File: config.mk
export PLATFORM = sky130hd
export DESIGN_NAME = permutation_iter
export DESIGN_NICKNAME = d
export VERILOG_FILES = /design/src/rtl/ascon_pack.sv /design/src/rtl/ascon_round.sv /design/src/rtl/permutation_iter.sv
export SDC_FILE = /design/constraint.sdc
export NUM_CORES = 1
export LEC_CHECK = 0
export ABC_CLOCK_PERIOD_IN_PS = 2650
export BUFFER_PORTS_ARGS = -buffer_cell sky130_fd_sc_hd__buf_2
export CAP_MARGIN = 5
export CELL_PAD_IN_SITES_DETAIL_PLACEMENT = 0
export CELL_PAD_IN_SITES_GLOBAL_PLACEMENT = 2
export CORE_MARGIN = 8
export CORE_UTILIZATION = 33
export CTS_BUF_LIST = sky130_fd_sc_hd__clkbuf_4 sky130_fd_sc_hd__clkbuf_8 sky130_fd_sc_hd__clkbuf_16
export CTS_CLUSTER_DIAMETER = 30
export CTS_CLUSTER_SIZE = 12
export DETAILED_ROUTE_END_ITERATION = 8
export PLACE_DENSITY = 0.87
export SYNTH_ARGS = -nofsm -noshare
export SYNTH_HDL_FRONTEND = slang
export SYNTH_SLANG_ARGS = --single-unit
File: constraint.sdc
create_clock -name clock_i -period 2.65 [get_ports clock_i]
set_clock_uncertainty 0.05 [all_clocks]
set_input_delay 0.53 -clock clock_i [delete_from_list [all_inputs] [get_ports clock_i]]
set_output_delay 0.53 -clock clock_i [all_outputs]
set_load 0.005 [all_outputs]
File: src/rtl/ascon_pack.sv
// ASCON permutation state type and constant tables.
// Shared by the round datapath and the permutation sequencer.
package ascon_pack;

  typedef struct packed {
    logic [63:0] x0;
    logic [63:0] x1;
    logic [63:0] x2;
    logic [63:0] x3;
    logic [63:0] x4;
  } type_state;

  // Entries 12..15 are never applied in RUN; they only keep the 4-bit lookup total.
  localparam logic [7:0] round_constant [16] = '{
    8'hf0, 8'he1, 8'hd2, 8'hc3, 8'hb4, 8'ha5, 8'h96, 8'h87,
    8'h78, 8'h69, 8'h5a, 8'h4b, 8'h00, 8'h00, 8'h00, 8'h00
  };

  // Round count per mode_i encoding; the reserved code runs the full 12 rounds.
  localparam logic [3:0] mode_rounds [4] = '{4'd12, 4'd8, 4'd6, 4'd12};

  function automatic logic [63:0] ror64(input logic [63:0] v, input int unsigned n);
    return (v >> n) | (v << (64 - n));
  endfunction

endpackage

File: src/rtl/ascon_round.sv
// One ASCON round: constant addition, bitsliced 5-bit S-box layer, linear diffusion.
// Purely combinational, zero latency; no flow control.
module ascon_round
  import ascon_pack::*;
(
  input  type_state  state,
  input  logic [3:0] round_idx,
  output type_state  next_state
);

  logic [63:0] c2;
  logic [63:0] a0, a2, a4;
  logic [63:0] b0, b1, b2, b3, b4;
  logic [63:0] s0, s1, s2, s3, s4;

  assign c2 = {state.x2[63:8], state.x2[7:0] ^ round_constant[round_idx]};

  // S-box applied to all 64 bit columns in parallel.
  assign a0 = state.x0 ^ state.x4;
  assign a4 = state.x4 ^ state.x3;
  assign a2 = c2 ^ state.x1;

  assign b0 = a0 ^ (~state.x1 & a2);
  assign b1 = state.x1 ^ (~a2 & state.x3);
  assign b2 = a2 ^ (~state.x3 & a4);
  assign b3 = state.x3 ^ (~a4 & a0);
  assign b4 = a4 ^ (~a0 & state.x1);

  assign s0 = b0 ^ b4;
  assign s1 = b1 ^ b0;
  assign s2 = ~b2;
  assign s3 = b3 ^ b2;
  assign s4 = b4;

  assign next_state.x0 = s0 ^ ror64(s0, 19) ^ ror64(s0, 28);
  assign next_state.x1 = s1 ^ ror64(s1, 61) ^ ror64(s1, 39);
  assign next_state.x2 = s2 ^ ror64(s2, 1)  ^ ror64(s2, 6);
  assign next_state.x3 = s3 ^ ror64(s3, 10) ^ ror64(s3, 17);
  assign next_state.x4 = s4 ^ ror64(s4, 7)  ^ ror64(s4, 41);

endmodule

File: src/rtl/permutation_iter.sv
// Iterative ASCON permutation (12/8/6 rounds), UNROLL rounds per clock.
// Latency N/UNROLL cycles to a one-cycle valid_o; no backpressure, start_i ignored while busy_o.
module permutation_iter
  import ascon_pack::*;
#(
  parameter int        UNROLL      = 1,
  parameter type_state RESET_STATE = '0
) (
  input  logic       clock_i,
  input  logic       resetb_i,
  input  logic       start_i,
  input  logic [1:0] mode_i,
  input  type_state  state_i,
  output type_state  state_o,
  output logic [3:0] round_o,
  output logic       busy_o,
  output logic       valid_o
);

  localparam logic [0:0] IDLE = 1'b0;
  localparam logic [0:0] RUN  = 1'b1;
  localparam logic [3:0] LAST = 4'd12;
  localparam logic [3:0] STEP = 4'(UNROLL);

  if (UNROLL != 1 && UNROLL != 2) begin : g_bad_unroll
    $error("permutation_iter: UNROLL must be 1 or 2");
  end

  logic [0:0] fsm_q;
  logic [3:0] round_q;
  logic [3:0] round_nxt;
  logic       valid_q;
  type_state  state_q;
  type_state  chain [UNROLL+1];

  assign chain[0] = state_q;

  for (genvar g = 0; g < UNROLL; g++) begin : g_round
    ascon_round u_round (
      .state      (chain[g]),
      .round_idx  (round_q + 4'(g)),
      .next_state (chain[g+1])
    );
  end

  // Every round count is a multiple of UNROLL, so the index lands exactly on 12.
  assign round_nxt = round_q + STEP;

  always_ff @(posedge clock_i or negedge resetb_i) begin
    if (!resetb_i) begin
      fsm_q   <= IDLE;
      state_q <= RESET_STATE;
      round_q <= LAST;
      valid_q <= 1'b0;
    end else begin
      valid_q <= 1'b0;
      if (fsm_q == IDLE) begin
        if (start_i) begin
          state_q <= state_i;
          round_q <= LAST - mode_rounds[mode_i];
          fsm_q   <= RUN;
        end
      end else begin
        state_q <= chain[UNROLL];
        round_q <= round_nxt;
        if (round_nxt >= LAST) begin
          fsm_q   <= IDLE;
          valid_q <= 1'b1;
        end
      end
    end
  end

  assign state_o = state_q;
  assign round_o = round_q;
  assign busy_o  = (fsm_q == RUN);
  assign valid_o = valid_q;

endmodule

After elaboration in Yosys (flattened, before gate mapping)
Memory sizes are Yosys's and may differ from the RTL's.
Index checks and enable logic that the tools add are counted.
{"block": "classes", "n_addsub": 2, "n_lt_le_gt_ge": 3, "n_mux": 14, "bitwise_logic": 45, "n_reduce_logical": 1}
{"op": "$xor A64 B64 Y64", "n": 21}
{"op": "$mux W320", "n": 2}
{"op": "$not A64 Y64", "n": 6}
{"op": "$and A64 B64 Y64", "n": 5}
{"op": "$or A23 B64 Y64", "n": 1}
{"op": "$or A25 B64 Y64", "n": 1}
{"op": "$or A3 B64 Y64", "n": 1}
{"op": "$or A36 B64 Y64", "n": 1}
{"op": "$or A45 B64 Y64", "n": 1}
{"op": "$or A47 B64 Y64", "n": 1}
{"op": "$or A54 B64 Y64", "n": 1}
{"op": "$or A57 B64 Y64", "n": 1}
{"op": "$or A58 B64 Y64", "n": 1}
{"op": "$or A63 B64 Y64", "n": 1}
{"op": "$mux W4", "n": 4}
{"op": "$mux W8", "n": 2}
{"op": "$bmux W4 S2", "n": 1}
{"op": "$xor A8 B8 Y8", "n": 1}
{"op": "$ge A5 B5 Y1 const B", "n": 1}
{"op": "$mux W1", "n": 5}
{"op": "$not A4 Y5", "n": 1}
{"op": "$add A4 B1 Y4 const B", "n": 1}
{"op": "$ge A4 B4 Y1 const B", "n": 1}
{"op": "$sub A4 B4 Y4 const A", "n": 1}
{"op": "other kinds (3)", "n": 3}
{"block": "totals", "ff_bits": 326, "mem_bits_ro": 128, "input_bits": 325, "n_memories": 1}
{"memory": "(no name shown)", "words": 16, "width": 8, "read_ports": 1, "rd_ports_with_merged_regs": 0, "wr": 0, "line_no": "ascon_round.sv:16", "text": "assign c2 = {state.x2[63:8], state.x2[7:0] ^ round_constant[round_idx]};"}

Longest topological paths before layout
{"block": "logic_depth", "word_depth": 14, "mapped_depth": 9, "ltp_nobuf": 8}

Cells and area by module
From an unflattened synthesis, not the netlist that was laid out.
{"block": "unflattened", "cells_unflattened": 3591, "hier_area_um2": 31725.4}
{"mod": "permutation_iter", "instances": 1, "cells_per_inst": 1740, "area_each_um2": 17415.5, "seq_area_each_um2": 8160.3}
{"mod": "ascon_round", "instances": 1, "cells_per_inst": 1851, "area_each_um2": 14310.0, "seq_area_each_um2": 0.0}

Worst setup path before layout
No wires, ideal clock.
{"block": "synth_path", "kind": "flip-flop to flip-flop", "startpoint": "register round_q[3] (netlist: round_o[3])", "endpoint": "register state_q, in the netlist state_o[67]", "setup_time_ns": 0.137, "arrival_ns": 2.255, "required_ns": 2.463, "path_slack_ns": 0.208, "path_stages_with_launch": 10, "n_path_buf": 1, "synth_period_minus_slack_ns": 2.442, "cell_sequence": "dfstp_2 > buf_6 > and2b_4 > xor2_2 > ha_1 > xnor2_1 > xnor2_1 > xnor2_1 > xnor2_1 > a21oi_1"}
{"block": "synth_via", "elab_chain_len": 11}
{"element": "start, declared", "line_no": "permutation_iter.sv:30", "text": "logic [3:0] round_q;"}
{"element": "start signal, assigned", "line_no": "permutation_iter.sv:60", "text": "round_q <= LAST - mode_rounds[mode_i];"}
{"element": "start signal, assigned", "line_no": "permutation_iter.sv:65", "text": "round_q <= round_nxt;"}
{"element": "$not A4 Y5 (not written as such)", "line_no": "ascon_round.sv:16"}
{"element": "$mem_v2 Z16 W8"}
{"element": "$mux W8 (not written as such) (2 in a row)", "line_no": "ascon_round.sv:16"}
{"element": "$xor A8 B8 Y8", "line_no": "ascon_round.sv:16"}
{"element": "$xor A64 B64 Y64", "line_no": "ascon_round.sv:21", "text": "assign a2 = c2 ^ state.x1;"}
{"element": "$xor A64 B64 Y64", "line_no": "ascon_round.sv:25", "text": "assign b2 = a2 ^ (~state.x3 & a4);"}
{"element": "$xor A64 B64 Y64", "line_no": "ascon_round.sv:32", "text": "assign s3 = b3 ^ b2;"}
{"element": "$xor A64 B64 Y64 (2 in a row)", "line_no": "ascon_round.sv:38", "text": "assign next_state.x3 = s3 ^ ror64(s3, 10) ^ ror64(s3, 17);"}
{"element": "$mux W320", "line_no": "permutation_iter.sv:57", "text": "if (fsm_q == IDLE) begin"}
{"element": "end signal, assigned", "line_no": "permutation_iter.sv:59", "text": "state_q <= state_i;"}
{"element": "end signal, assigned", "line_no": "permutation_iter.sv:64", "text": "state_q <= chain[UNROLL];"}
{"element": "end, declared", "line_no": "permutation_iter.sv:33", "text": "type_state state_q;"}
No other way between the ends. The select of a mux whose other input is x is not followed.
A chain may end at the register's enable or synchronous reset.

Worst setup path in the final report
{"block": "layout_path", "startpoint": "register state_q, in the netlist state_o[220]", "endpoint": "register state_q, in the netlist state_o[220]"}
{"block": "layout_via", "elab_chain_len": 8}
{"element": "$xor A64 B64 Y64", "line_no": "ascon_round.sv:21"}
{"element": "$not A64 Y64", "line_no": "ascon_round.sv:24", "text": "assign b1 = state.x1 ^ (~a2 & state.x3);"}
{"element": "$and A64 B64 Y64", "line_no": "ascon_round.sv:24"}
{"element": "$xor A64 B64 Y64", "line_no": "ascon_round.sv:24"}
{"element": "$xor A64 B64 Y64 *", "line_no": "ascon_round.sv:30", "text": "assign s1 = b1 ^ b0;"}
{"element": "$xor A64 B64 Y64 * (2 in a row)", "line_no": "ascon_round.sv:36", "text": "assign next_state.x1 = s1 ^ ror64(s1, 61) ^ ror64(s1, 39);"}
{"element": "$mux W320 *", "line_no": "permutation_iter.sv:57"}
Every way passes the cells marked *; elsewhere a longest branch is shown, timed or not.

==> flow_summary.html <==
<table>
<tr><th>Metric</th><th>Value</th></tr>
<tr><th colspan="2">Status</th></tr>
<tr><td>Run status</td><td>finished, final reports clean</td></tr>
<tr><th colspan="2">Die</th></tr>
<tr><td>Standard-cell row count</td><td>roughly 110</td></tr>
<tr><td>Initial Util</td><td>0.332</td></tr>
<tr><td>DIE WIDTH</td><td>312 um</td></tr>
<tr><td>Die area</td><td>between 90000 and 100000 um^2</td></tr>
<tr><td>Core Box Area</td><td>around 87000 um^2</td></tr>
<tr><td>Vertical die dimension</td><td>~310 um</td></tr>
<tr><td>IO Pins</td><td>651</td></tr>
<tr><th colspan="2">Detailed routing</th></tr>
<tr><td>Final ANT Viol Nets</td><td>0</td></tr>
<tr><td>Violation count after the first detailed-route iteration</td><td>2899</td></tr>
<tr><td>Post-detailed-route via-to-cell ratio</td><td>between 5 and 6</td></tr>
<tr><td>Via count of the routed design</td><td>about 30000</td></tr>
<tr><td>Wire length per cell</td><td>approximately 29 um</td></tr>
<tr><td>Drt pass-1 iters</td><td>5</td></tr>
<tr><td>Routed wire length</td><td>167000 um</td></tr>
<tr><td>DRC viols</td><td>0</td></tr>
<tr><th colspan="2">Setup path</th></tr>
<tr><td>Number of buffer and inverter stages on the critical path</td><td>1</td></tr>
<tr><td>Critical path startpoint category</td><td>flop</td></tr>
<tr><td>CP max FO</td><td>4</td></tr>
<tr><td>Critical path, cell by cell</td><td>inv_1 &gt; ha_1 &gt; xor2_1 &gt; xnor2_1 &gt; xor2_1 &gt; xnor2_1 &gt; a21oi_1</td></tr>
<tr><td>Type of the worst setup path</td><td>reg2reg</td></tr>
<tr><td>Crit path required time</td><td>around 3.1 ns</td></tr>
<tr><td>Endpoint kind of the worst setup timing path</td><td>flop</td></tr>
<tr><td>Slowest cell on crit path</td><td>sky130_fd_sc_hd__xnor2_1</td></tr>
<tr><td>Delay-heaviest family, CP</td><td>XOR/XNOR gates</td></tr>
<tr><td>Largest stage delay on the critical path</td><td>about 0.57 ns</td></tr>
<tr><td>Critical Path AT</td><td>between 3 and 4 ns</td></tr>
<tr><th colspan="2">Timing</th></tr>
<tr><td>Post-route fraction of the period consumed by the critical path</td><td>0.994</td></tr>
<tr><td>Maximum frequency from static timing analysis</td><td>about 0.38 GHz</td></tr>
<tr><td>Unrepaired setup endpoints after global routing</td><td>false</td></tr>
<tr><td>Max-slew violations</td><td>0</td></tr>
<tr><td>Number of failing hold endpoints at the final stage</td><td>0</td></tr>
<tr><td>Final setup viols</td><td>0</td></tr>
<tr><td>Minimum clock period after layout</td><td>~2.6 ns</td></tr>
<tr><td>Total Negative Setup Slacks</td><td>0 ns</td></tr>
<tr><td>Tightest Pin Transition</td><td>roughly 1.2 ns</td></tr>
<tr><td>Normalized max-slew margin</td><td>0.215</td></tr>
<tr><th colspan="2">Synthesis</th></tr>
<tr><td>Post-Synthesis Mean Instance Area</td><td>a little under 9 um^2</td></tr>
<tr><td>Seq cells post-synth</td><td>326</td></tr>
<tr><td>Distinct cells, synth</td><td>33</td></tr>
<tr><td>XOR/XNOR share of the synthesized area</td><td>0.358</td></tr>
<tr><td>Fraction of the mapped netlist area in compound gates</td><td>0.140</td></tr>
<tr><td>Fraction of synthesis flops using an asynchronous set or reset pin</td><td>1.00</td></tr>
<tr><td>Mapped Nets</td><td>roughly 3700</td></tr>
<tr><td>Sequential-to-total area share from yosys stat</td><td>0.283</td></tr>
<tr><td>Post-synthesis adder-cell area fraction</td><td>0.0665</td></tr>
<tr><td>Netlist area before placement</td><td>around 29000 um^2</td></tr>
<tr><td>Most area-consuming cells after synthesis</td><td>sky130_fd_sc_hd__dfrtp_1 (28%), sky130_fd_sc_hd__xnor2_1 (26%), sky130_fd_sc_hd__xor2_1 (8.7%)</td></tr>
<tr><td>Synth top area share</td><td>0.281</td></tr>
<tr><td>Main combinational cell family by area after synthesis</td><td>XOR/XNOR gates</td></tr>
<tr><td>Cell taking the most area after synthesis</td><td>sky130_fd_sc_hd__dfrtp_1</td></tr>
<tr><td>Number of flops mapped to enable cells by yosys</td><td>0</td></tr>
<tr><td>Yosys warns</td><td>0</td></tr>
<tr><td>Synth Flop Type</td><td>sky130_fd_sc_hd__dfrtp_1</td></tr>
<tr><td>Share of cell area taken by muxes after synthesis</td><td>0.0285</td></tr>
<tr><td>Gate count of the mapped netlist</td><td>3276</td></tr>
<tr><td>Basic-gate share of the synthesized area counting and, or, nand and nor cells</td><td>0.0850</td></tr>
<tr><th colspan="2">Clocking</th></tr>
<tr><td>Clock tree from TritonCTS</td><td>built</td></tr>
<tr><td>Number of buffers created by CTS</td><td>about 110</td></tr>
<tr><td>Clock transition at the registers of the reported paths</td><td>0.04 ns</td></tr>
<tr><td>Maximum level of the CTS H-tree</td><td>3</td></tr>
<tr><td>Buffer depth of the longest clock path</td><td>3</td></tr>
<tr><td>Clock latency on the worst-skew pair</td><td>between 0.6 and 0.7 ns</td></tr>
<tr><td>Clock Sink Count</td><td>between 300 and 400</td></tr>
<tr><td>Cell at the root of the clock tree</td><td>sky130_fd_sc_hd__clkbuf_16</td></tr>
<tr><th colspan="2">Global route</th></tr>
<tr><td>Largest net degree at the start of global routing</td><td>a little under 100</td></tr>
<tr><td>Number of antenna violations at the first check in global routing</td><td>4</td></tr>
<tr><td>Via count of the first global-routing pass</td><td>29800</td></tr>
<tr><td>First-pass GRT wire length</td><td>229000 um</td></tr>
<tr><td>GR Util met1</td><td>0.399</td></tr>
<tr><td>Layer with the highest usage after global routing</td><td>met2</td></tr>
<tr><td>Routing usage on met2</td><td>0.526</td></tr>
<tr><td>Global-route total usage across every layer</td><td>0.328</td></tr>
<tr><td>Residual overflow from global routing</td><td>0</td></tr>
<tr><td>Met3 usage in global routing</td><td>0.0893</td></tr>
<tr><th colspan="2">Final layout</th></tr>
<tr><td>Net count reported at finish</td><td>4892</td></tr>
<tr><td>Share of post-route cells with drive strength above 1</td><td>0.315</td></tr>
<tr><td>Synthesis-to-finish area growth</td><td>44.9%</td></tr>
<tr><th colspan="2">Worst hold path</th></tr>
<tr><td>HP Class</td><td>in2reg</td></tr>
<tr><th colspan="2">Place</th></tr>
<tr><td>Weighted congestion at the end of routability-driven global placement</td><td>1.06</td></tr>
<tr><td>HPWL reported at the end of detailed placement</td><td>approximately 140000 um</td></tr>
<tr><td>Count of buffers inserted at the top-level ports</td><td>650</td></tr>
<tr><th colspan="2">Run</th></tr>
<tr><td>Max cap viols</td><td>0</td></tr>
</table>
final cells by class:
type                       instances  area, um^2
multi-input combinational       2653       19600
clock buffer                     160        3350
timing repair buffer            1183        7600
tap                             1155        1450
fill                            8586       44900
inverter                         159         597
antenna                            3        7.51
clock inverter                    49        1010
sequential                       326        8160
worst paths after layout:
path / startpoint / endpoint / slack [ns] / cells after the start
hold / removal: state_i[109] / state_o[109] / 0.08 / 3
max in group asynchronous: resetb_i / state_o[156] / 1.28 / 4
setup reg to reg: state_o[220] / state_o[220] / 0.02 / 7
min in group asynchronous: resetb_i / state_o[182] / 0.32 / 2
setup / recovery: state_o[220] / state_o[220] / 0.02 / 7
hold reg to reg: round_o[0] / round_o[0] / 0.57 / 2
flip-flops by register name, indices dropped and copies added (netlist names):
register,flops
busy_o,1
state_o,320
round_o,4
valid_o,1
repair_timing:
item,in CTS,in global routing
setup buffers,0,1
pin swaps,0,2
hold endpoints to repair,30,0
setup endpoints to repair,1,20
gates resized for setup,1,11
hold buffers,1,0
worst register-to-register path, delay by kind of cell (launching register included):
| family | cells | cell delay (ns) |
|---|---|---|
| DFF | 1 | 0.39 |
| buffers and inverters | 1 | 0.09 |
| adders and majority gates | 1 | 0.22 |
| xor gates and xnor gates | 4 | 1.59 |
| AOI/OAI and AO/OA | 1 | 0.15 |
kinds of logic (layout without fill, tap and decap cells):
group | Yosys count | after routing
compound gates | 671 | 671
xor+xnor | 1163 | 1163
fa+ha+maj | 159 | 159
buf+inv | 297 | 1551
flops | 326 | 326
mux | 80 | 80
other cells | 0 | 3
simple gates | 580 | 580
through the flow:
stage | hold WS [ns] | area [um^2] | setup WS, ns | utilization | instances
finish | 0.0755 | 41800 | 0.0163 | 0.482 | 5688
global route | 0.0825 | 41800 | 0.00377 | 0.482 | 5686
CTS | 0.0576 | 41700 | 0.0180 | 0.481 | 5684
detailed placement | 0.426 | 37300 | 0.0123 | 0.430 | 5474
global placement | 0.420 | 37300 | 0.0171 | 0.430 | 5474
floorplan | 0.184 | 28800 | 0.208 | - | 3276
metal layers:
metal / routed length (um) / vias to the layer above / share of wire
met1: 65100 / 14500 / 0.39
met3: 15300 / 428 / 0.092
met4: 11100 / 4 / 0.066
met2: 75100 / 1540 / 0.45
li1: - / 13200 / -
met5: 27 / - / 0.00016
placed cells by master (no fill, tap or decap), drive strengths merged, types with 2 or more instances in the layout:
cell       n
xnor2    869
dfstp      2
clkbuf   160
ha       130
clkinv    18
maj3      29
mux2i     79
nor2b     99
o21ai    127
nand2b     3
buf     1182
xor2     291
a21boi     2
diode      3
bufinv    27
nor2     325
inv      162
nand2    150
a211oi   256
xnor3      2
a21oi    286
dfrtp    324
synthesized netlist by cell type (4+ instances only):
master / count
sky130_fd_sc_hd__nand2_1: 150
sky130_fd_sc_hd__maj3_1: 29
sky130_fd_sc_hd__nor2_1: 325
sky130_fd_sc_hd__dfrtp_1: 324
sky130_fd_sc_hd__xor2_1: 288
sky130_fd_sc_hd__mux2i_2: 4
sky130_fd_sc_hd__a211oi_1: 256
sky130_fd_sc_hd__clkbuf_1: 117
sky130_fd_sc_hd__ha_1: 130
sky130_fd_sc_hd__o21ai_0: 127
sky130_fd_sc_hd__xnor2_2: 8
sky130_fd_sc_hd__a21oi_1: 284
sky130_fd_sc_hd__mux2i_1: 75
sky130_fd_sc_hd__xnor2_1: 860
sky130_fd_sc_hd__buf_1: 12
sky130_fd_sc_hd__inv_1: 159
sky130_fd_sc_hd__buf_2: 7
sky130_fd_sc_hd__nor2b_1: 99
Power is not shown: default switching activity piles up to over one toggle a cycle in this logic, so the estimate is an artifact.
